### src/rtl/breakout_pkg.sv
// Shared breakout definitions: screen size, pixel coordinate/colour types and paddle geometry,
// plus the clamped span-edge helpers used by the paddle drawer.
package breakout_pkg;

  localparam int SCREEN_W = 640;
  localparam int SCREEN_H = 480;

  localparam int PADDLE_HALF_W = 40;
  localparam int PADDLE_HEIGHT = 4;
  localparam int PADDLE_Y_TOP  = 460;

  typedef logic [2:0] colour_t;
  typedef logic [9:0] xcoord_t;
  typedef logic [8:0] ycoord_t;

  localparam colour_t PADDLE_FG = 3'b111;
  localparam colour_t PADDLE_BG = 3'b000;

  // Left edge of a span centred on centre, clamped at column 0.
  function automatic xcoord_t span_left(xcoord_t centre, int half_w);
    logic signed [11:0] v;
    v = $signed({2'b00, centre}) - $signed(12'(half_w));
    if (v < 0) v = '0;
    return v[9:0];
  endfunction

  // Right edge of a span; widened so centre+half_w cannot wrap before the clamp.
  function automatic xcoord_t span_right(xcoord_t centre, int half_w, int screen_w);
    logic signed [11:0] v;
    v = $signed({2'b00, centre}) + $signed(12'(half_w)) - 12'sd1;
    if (v > $signed(12'(screen_w - 1))) v = $signed(12'(screen_w - 1));
    return v[9:0];
  endfunction

endpackage

### src/rtl/paddle_draw_if.sv
// Paddle drawer bus: position/tick in from the paddle stage, pixel-write port out to the VGA adapter.
interface paddle_draw_if;
  import breakout_pkg::*;

  xcoord_t paddle_x;
  logic    frame_tick;
  xcoord_t vga_x;
  ycoord_t vga_y;
  colour_t colour;
  logic    plot;
  logic    busy;
  logic    done;

  modport master (
    input  paddle_x, frame_tick,
    output vga_x, vga_y, colour, plot, busy, done
  );

  modport slave (
    output paddle_x, frame_tick,
    input  vga_x, vga_y, colour, plot, busy, done
  );
endinterface

### src/rtl/paddle_draw_span_scan.sv
// Row-major raster counter: on start it presents (x_lo, y_lo) in the next cycle and then walks
// one pixel per clock to (x_hi, y_hi); an empty rectangle never raises valid.
module span_scan
  import breakout_pkg::*;
(
  input  logic    clk,
  input  logic    resetn,
  input  logic    start,
  input  xcoord_t x_lo,
  input  xcoord_t x_hi,
  input  ycoord_t y_lo,
  input  ycoord_t y_hi,
  output xcoord_t x,
  output ycoord_t y,
  output logic    valid,
  output logic    last
);

  xcoord_t x_q, x_d;
  ycoord_t y_q, y_d;
  logic    valid_q, valid_d;

  always_comb begin
    x_d     = x_q;
    y_d     = y_q;
    valid_d = valid_q;
    if (start) begin
      x_d     = x_lo;
      y_d     = y_lo;
      valid_d = (x_lo <= x_hi) && (y_lo <= y_hi);
    end else if (valid_q) begin
      if (x_q != x_hi) begin
        x_d = x_q + 10'd1;
      end else if (y_q != y_hi) begin
        x_d = x_lo;
        y_d = y_q + 9'd1;
      end else begin
        valid_d = 1'b0;
      end
    end
  end

  always_ff @(posedge clk) begin
    if (!resetn) begin
      x_q     <= '0;
      y_q     <= '0;
      valid_q <= 1'b0;
    end else begin
      x_q     <= x_d;
      y_q     <= y_d;
      valid_q <= valid_d;
    end
  end

  assign x     = x_q;
  assign y     = y_q;
  assign valid = valid_q;
  assign last  = valid_q && (x_q == x_hi) && (y_q == y_hi);

endmodule

### src/rtl/paddle_draw.sv
// Paddle rasteriser: on an accepted frame tick redraws the paddle one pixel per clock.
// Define PADDLE_DRAW_ERASE_EN to overwrite the previous span with BG before drawing.
module paddle_draw
  import breakout_pkg::colour_t, breakout_pkg::xcoord_t, breakout_pkg::ycoord_t,
         breakout_pkg::span_left, breakout_pkg::span_right;
#(
  parameter int      HALF_W   = breakout_pkg::PADDLE_HALF_W,
  parameter int      HEIGHT   = breakout_pkg::PADDLE_HEIGHT,
  parameter int      Y_TOP    = breakout_pkg::PADDLE_Y_TOP,
  parameter int      SCREEN_W = breakout_pkg::SCREEN_W,
  parameter colour_t FG       = breakout_pkg::PADDLE_FG,
  parameter colour_t BG       = breakout_pkg::PADDLE_BG
) (
  input logic           clk,
  input logic           resetn,
  paddle_draw_if.master bus
);

  typedef enum logic [1:0] {S_IDLE, S_ERASE, S_DRAW, S_FIN} state_t;

  // Rows at or below the bottom of the screen are dropped from the scan rectangle.
  localparam int Y_BOT_RAW = Y_TOP + HEIGHT - 1;
  localparam int Y_BOT     = (Y_BOT_RAW > breakout_pkg::SCREEN_H - 1) ?
                             breakout_pkg::SCREEN_H - 1 : Y_BOT_RAW;
  localparam ycoord_t Y_LO = ycoord_t'(Y_TOP);
  localparam ycoord_t Y_HI = ycoord_t'(Y_BOT);

  state_t  state_q, state_d;
  xcoord_t target_q, target_d;
  xcoord_t drawn_x_q, drawn_x_d;
  logic    drawn_valid_q, drawn_valid_d;
  colour_t colour_q, colour_d;
  logic    busy_q, busy_d;
  logic    done_q, done_d;

  logic    scan_start;
  xcoord_t scan_centre;
  xcoord_t scan_x;
  ycoord_t scan_y;
  logic    scan_valid;
  logic    scan_last;
  logic    scan_end;

  assign scan_end = scan_last || !scan_valid;

  span_scan u_scan (
    .clk    (clk),
    .resetn (resetn),
    .start  (scan_start),
    .x_lo   (span_left(scan_centre, HALF_W)),
    .x_hi   (span_right(scan_centre, HALF_W, SCREEN_W)),
    .y_lo   (Y_LO),
    .y_hi   (Y_HI),
    .x      (scan_x),
    .y      (scan_y),
    .valid  (scan_valid),
    .last   (scan_last)
  );

  always_ff @(posedge clk) begin
    if (!resetn) begin
      state_q       <= S_IDLE;
      target_q      <= '0;
      drawn_x_q     <= '0;
      drawn_valid_q <= 1'b0;
      colour_q      <= '0;
      busy_q        <= 1'b0;
      done_q        <= 1'b0;
    end else begin
      state_q       <= state_d;
      target_q      <= target_d;
      drawn_x_q     <= drawn_x_d;
      drawn_valid_q <= drawn_valid_d;
      colour_q      <= colour_d;
      busy_q        <= busy_d;
      done_q        <= done_d;
    end
  end

  // scan_centre must already name the next span on the edge that starts it.
  always_comb begin
    state_d       = state_q;
    target_d      = target_q;
    drawn_x_d     = drawn_x_q;
    drawn_valid_d = drawn_valid_q;
    scan_start    = 1'b0;
    scan_centre   = target_q;
    case (state_q)
      S_IDLE: begin
        if (bus.frame_tick) begin
          target_d = bus.paddle_x;
          if (drawn_valid_q && (bus.paddle_x == drawn_x_q)) begin
            state_d = S_FIN;
`ifdef PADDLE_DRAW_ERASE_EN
          end else if (drawn_valid_q) begin
            state_d     = S_ERASE;
            scan_start  = 1'b1;
            scan_centre = drawn_x_q;
`endif
          end else begin
            state_d     = S_DRAW;
            scan_start  = 1'b1;
            scan_centre = bus.paddle_x;
          end
        end
      end
`ifdef PADDLE_DRAW_ERASE_EN
      S_ERASE: begin
        if (scan_end) begin
          state_d    = S_DRAW;
          scan_start = 1'b1;
        end else begin
          scan_centre = drawn_x_q;
        end
      end
`endif
      S_DRAW: begin
        if (scan_end) begin
          state_d       = S_FIN;
          drawn_x_d     = target_q;
          drawn_valid_d = 1'b1;
        end
      end
      S_FIN:   state_d = S_IDLE;
      default: state_d = S_IDLE;
    endcase
  end

  always_comb begin
    busy_d   = (state_d == S_ERASE) || (state_d == S_DRAW);
    done_d   = (state_d == S_FIN);
    colour_d = colour_q;
    if (state_d == S_ERASE)     colour_d = BG;
    else if (state_d == S_DRAW) colour_d = FG;
  end

  assign bus.vga_x  = scan_x;
  assign bus.vga_y  = scan_y;
  assign bus.plot   = scan_valid;
  assign bus.colour = colour_q;
  assign bus.busy   = busy_q;
  assign bus.done   = done_q;

endmodule

### src/flat_wrapper.sv
// flat-port wrapper written by rule: the top's interface ports become plain ports
module paddle_draw_flat import breakout_pkg::colour_t, breakout_pkg::xcoord_t, breakout_pkg::ycoord_t,
         breakout_pkg::span_left, breakout_pkg::span_right;
#(
  parameter int      HALF_W   = breakout_pkg::PADDLE_HALF_W,
  parameter int      HEIGHT   = breakout_pkg::PADDLE_HEIGHT,
  parameter int      Y_TOP    = breakout_pkg::PADDLE_Y_TOP,
  parameter int      SCREEN_W = breakout_pkg::SCREEN_W,
  parameter colour_t FG       = breakout_pkg::PADDLE_FG,
  parameter colour_t BG       = breakout_pkg::PADDLE_BG
)
  (clk, resetn, bus_paddle_x, bus_frame_tick, bus_vga_x, bus_vga_y, bus_colour, bus_plot, bus_busy, bus_done);
  paddle_draw_if bus_i ();
  input logic clk;
  input logic resetn;
  input wire logic [$bits(bus_i.paddle_x)-1:0] bus_paddle_x;
  input wire logic [$bits(bus_i.frame_tick)-1:0] bus_frame_tick;
  output wire logic [$bits(bus_i.vga_x)-1:0] bus_vga_x;
  output wire logic [$bits(bus_i.vga_y)-1:0] bus_vga_y;
  output wire logic [$bits(bus_i.colour)-1:0] bus_colour;
  output wire logic [$bits(bus_i.plot)-1:0] bus_plot;
  output wire logic [$bits(bus_i.busy)-1:0] bus_busy;
  output wire logic [$bits(bus_i.done)-1:0] bus_done;
  assign bus_i.paddle_x = bus_paddle_x;
  assign bus_i.frame_tick = bus_frame_tick;
  assign bus_vga_x = bus_i.vga_x;
  assign bus_vga_y = bus_i.vga_y;
  assign bus_colour = bus_i.colour;
  assign bus_plot = bus_i.plot;
  assign bus_busy = bus_i.busy;
  assign bus_done = bus_i.done;
  paddle_draw #(.HALF_W(HALF_W), .HEIGHT(HEIGHT), .Y_TOP(Y_TOP), .SCREEN_W(SCREEN_W), .FG(FG), .BG(BG)) u_core (.clk(clk), .resetn(resetn), .bus(bus_i));
endmodule
### config.mk
export PLATFORM = sky130hd
export DESIGN_NAME = paddle_draw_flat
export DESIGN_NICKNAME = d
export VERILOG_FILES = /design/src/rtl/breakout_pkg.sv /design/src/rtl/paddle_draw_if.sv /design/src/rtl/paddle_draw_span_scan.sv /design/src/rtl/paddle_draw.sv /design/src/flat_wrapper.sv
export SDC_FILE = /design/constraint.sdc
export NUM_CORES = 1
export LEC_CHECK = 0
export ABC_AREA = 1
export CAP_MARGIN = 40
export CORE_ASPECT_RATIO = 0.6
export CORE_MARGIN = 2
export CORE_UTILIZATION = 30
export DETAILED_ROUTE_END_ITERATION = 8
export MAX_ROUTING_LAYER = met4
export REMOVE_ABC_BUFFERS = 1
export SKIP_LAST_GASP = 1
export SYNTH_ARGS = -nofsm -noshare
export SYNTH_HDL_FRONTEND = slang
export SYNTH_HIERARCHICAL = 1
export SYNTH_SLANG_ARGS = --single-unit
export TNS_END_PERCENT = 100
### constraint.sdc
create_clock -name clk -period 4.4 [get_ports clk]
set_input_delay 0.44 -clock clk [delete_from_list [all_inputs] [get_ports clk]]
set_output_delay 0.44 -clock clk [all_outputs]
set_load 0.03 [all_outputs]
==> out/results.ini <==
[outcome]
status = complete, no violations

[place]
placedCellCount = 900
gp_congestion = 0.8488
dpl.hpwl_microns = 7860
place_area_sq_um = 4773
io_buffers = 37

[worst_setup_path]
setup.worst_path.end_class = flip-flop
crit_path_max_fanout = 11
required_ps = 4640
crit_arrival_ps = 4270
rrSetupSlack_ps = 630
reg2reg_to = u_core/bus.busy
crit_top_cell = nand2_1
slowest_stage = clkdlybuf4s50_1
max_stage_delay_ps = 500
worstSetupPathType = primary input to flip-flop
cp-start-kind = primary input
r2r_cells = 32
r2r-start = u_core/drawn_x_q[0]

[clock_tree]
h-tree-depth = 2
clock-sinks = 46
cts_buffers = 5
cts_tree = yes
cts-root-buf = clkbuf_16
clockBufferDepth = 2
clk_latency_ps = 300
cts.reportedPaths.clkPinSlew_ps = 70

[yosys]
synth-seq-area-share = 0.2283
synth_warnings = 6
syn_area_sq_um = 4034
ys_types = 37
syn_inst = 659
ys_seq_elements = 46
avgSynthCellArea_sq_um = 6.121

[global_route]
grt_pass1_wl_microns = 16600
grt_pass1_vias = 3388
grt_start_max_net_pins = 32
antenna_found_initial = 0
track_usage = 0.1448
grtUsageMet3 = 0.02629
busiest_layer = met1
use_met1 = 0.2281
grtUsageMet2 = 0.1863
grt_overflow = 0

[die]
io_pins = 38
die_w_microns = 153.7
dieArea_sq_um = 14420
rows = 32
die_y_microns = 93.82
core-area_sq_um = 12970
start_util = 0.3110

[cells_and_area]
ff_latch_area_sq_um = 920.9
nets = 778
multi_input_area_sq_um = 2759
n_antenna_cell = 0
finalNonFillerCells = 909
drive_gt1_frac = 0.1434
n_fill_cell = 1417
syn_to_final_growth_pct = 22.74
final_area_sq_um = 4951

[detailed_routing]
firstDrtPassIters = 5
wire_per_inst_microns = 11.00
drc = 0
drtAntennaViolNets = 0
viasPerCell = 4.327
wirelength_microns = 10000
vias = 3933
drt_iter0_markers = 356

[sta]
hold_viol = 0
fmax_mhz = 247.6
slew_violations = 0
finalCriticalPeriod_ps = 4038
min_period_over_period = 0.9178
worst-slew-pin-transition_ps = 749.2
fin_skew_ps = 7.451
relSlewSlack = 0.5000
rsz0062_at_grt = false
setup_violations = 0

[pwr]
ir_worst_vdd_mv = 0.1807
powerDensity_nw_per_um2 = 342.1
p_leak_nw = 2.471
total_power_mw = 1.694

[worst_hold_path]
min_to = u_core/target_q[1]
holdCritStartpoint = bus_paddle_x[1]
hp-class = primary input to flip-flop
whs_path_depth = 3

[flow_run]
drv_cap = 0

-- registers in the layout, indices dropped and copies added (netlist names) --
register and count:
u_core/drawn_valid_q 1, u_core/drawn_x_q 10, u_core/bus.busy 1, u_core/state_q 2, u_core/bus.colour 1, u_core/bus.done 1, u_core/target_q 10, u_core/u_scan/x 10
u_core/u_scan/y 9, u_core/u_scan/valid 1
-- Yosys cell counts --
cell | instances | area share
nand2_1 | 213 | 0.20
inv_1 | 85 | 0.079
nor2_1 | 48 | 0.045
a21oi_1 | 47 | 0.058
dfxtp_1 | 46 | 0.23
o21ai_0 | 35 | 0.043
nand3_1 | 34 | 0.042
ha_1 | 27 | 0.084
nand2_2 | 22 | 0.034
inv_2 | 18 | 0.017
xor2_1 | 10 | 0.022
clkbuf_1 | 9 | 0.0084
nor2_2 | 9 | 0.014
nand2_4 | 7 | 0.020
nor2_4 | 5 | 0.014
buf_4 | 4 | 0.0074
nand3_2 | 4 | 0.0099
nand4_1 | 4 | 0.0062
nor3_1 | 4 | 0.0050
o21ai_2 | 4 | 0.0087
xnor2_1 | 3 | 0.0065
a21oi_2 | 2 | 0.0043
buf_6 | 2 | 0.0056
conb_1 | 2 | 0.0019
o21ai_1 | 2 | 0.0025
o21ai_4 | 2 | 0.0081
a21o_1 | 1 | 0.0019
a31o_2 | 1 | 0.0022
buf_1 | 1 | 0.00093
buf_12 | 1 | 0.0050
buf_2 | 1 | 0.0012
nand2_8 | 1 | 0.0050
nand3_4 | 1 | 0.0043
nand3b_1 | 1 | 0.0019
o21a_1 | 1 | 0.0019
o21bai_1 | 1 | 0.0019
or2_1 | 1 | 0.0016
-- report_power, final --
part	switching, mW	leakage [nW]	internal (mW)	total, mW
Clock	0.187	0.0745	0.229	0.416
Sequential	0.0567	0.379	0.464	0.521
Combinational	0.471	2.02	0.285	0.757
-- layout make-up --
type | instances | share of cell area
well taps | 170 | 0.04296
clock buffers | 7 | 0.02881
inverters | 103 | 0.07809
multi-input cells | 527 | 0.5572
clock inverters | 1 | 0.001769
flip-flops and latches | 46 | 0.1860
repair buffers | 55 | 0.1051
-- per-stage QoR --
step	hold WS [ps]	worst slack (ps)	utilization	TNS, ps
after floorplan	443.1	532.2	-	0
after global placement	457.8	44.21	0.3680	0
after detailed placement	456.0	-58.72	0.3680	-113.8
after CTS	466.6	220.7	0.3796	0
after global routing	478.4	37.28	0.3817	0
final	460.9	361.6	0.3817	0
-- critical path, delay by kind of cell --
family | cells | cell delay [ps]
adder cells (fa/ha/maj) | 2 | 520
AO/OA/AOI/OAI | 3 | 280
buffers and inverters | 7 | 940
AND/OR/NAND/NOR | 23 | 2090
-- cell families (layout without fill, tap and decap cells) --
kind of cell    after synthesis  in the layout  share of synthesized area
fa+ha+maj                    27             27                    0.08375
flops                        46             46                     0.2283
buf+inv                     121            166                     0.1244
other cells                   2             37                   0.001862
xor+xnor                     13             13                    0.02823
compound gates               96             96                     0.1331
simple gates                354            354                     0.4004
-- cell usage in the layout (no fill, tap or decap), types with 2 or more instances in the layout --
cell type,count
o21ai_2,5
inv_2,18
o21ai_0,34
nand2_2,22
nand4_1,4
clkdlybuf4s50_1,36
buf_4,17
o21ai_1,2
conb_1,37
inv_1,85
nor2_4,5
clkbuf_16,5
dfxtp_1,46
nand2_4,7
nor3_1,4
a21oi_1,47
nor2_1,46
a21oi_2,2
nand2_1,213
ha_1,26
xor2_1,10
o21ai_4,2
nand3_1,33
xnor2_1,3
nand3_2,5
nor2_2,11
-- how the worst max path moves through the flow --
stage | startpoint | to | slack [ps]
after detailed placement | bus_paddle_x[1] | u_core/bus.busy | -60
after floorplan | bus_paddle_x[4] | u_core/bus.colour[0] | 530
final | bus_paddle_x[5] | u_core/bus.busy | 360
after CTS | bus_paddle_x[1] | u_core/bus.busy | 220
after global routing | bus_paddle_x[5] | u_core/bus.busy | 40
after global placement | bus_paddle_x[1] | u_core/bus.busy | 40
-- timing repair --
| item | CTS | global route |
|---|---|---|
| gates resized for setup | 0 | 7 |
| endpoints found under the hold margin | 0 | 0 |
| hold buffers | 0 | 0 |
| buffers inserted | 0 | 1 |
| setup endpoints to repair | 0 | 5 |
-- layer usage --
metal | share of wire | wire length, microns | vias to the layer above
li1 | - | - | 2162
met1 | 0.60 | 6027 | 1711
met2 | 0.35 | 3531 | 53
met3 | 0.037 | 374 | 7
met4 | 0.0070 | 70 | 0
met5 | 0 | 0 | -
Power figures use the tool's default switching activity.
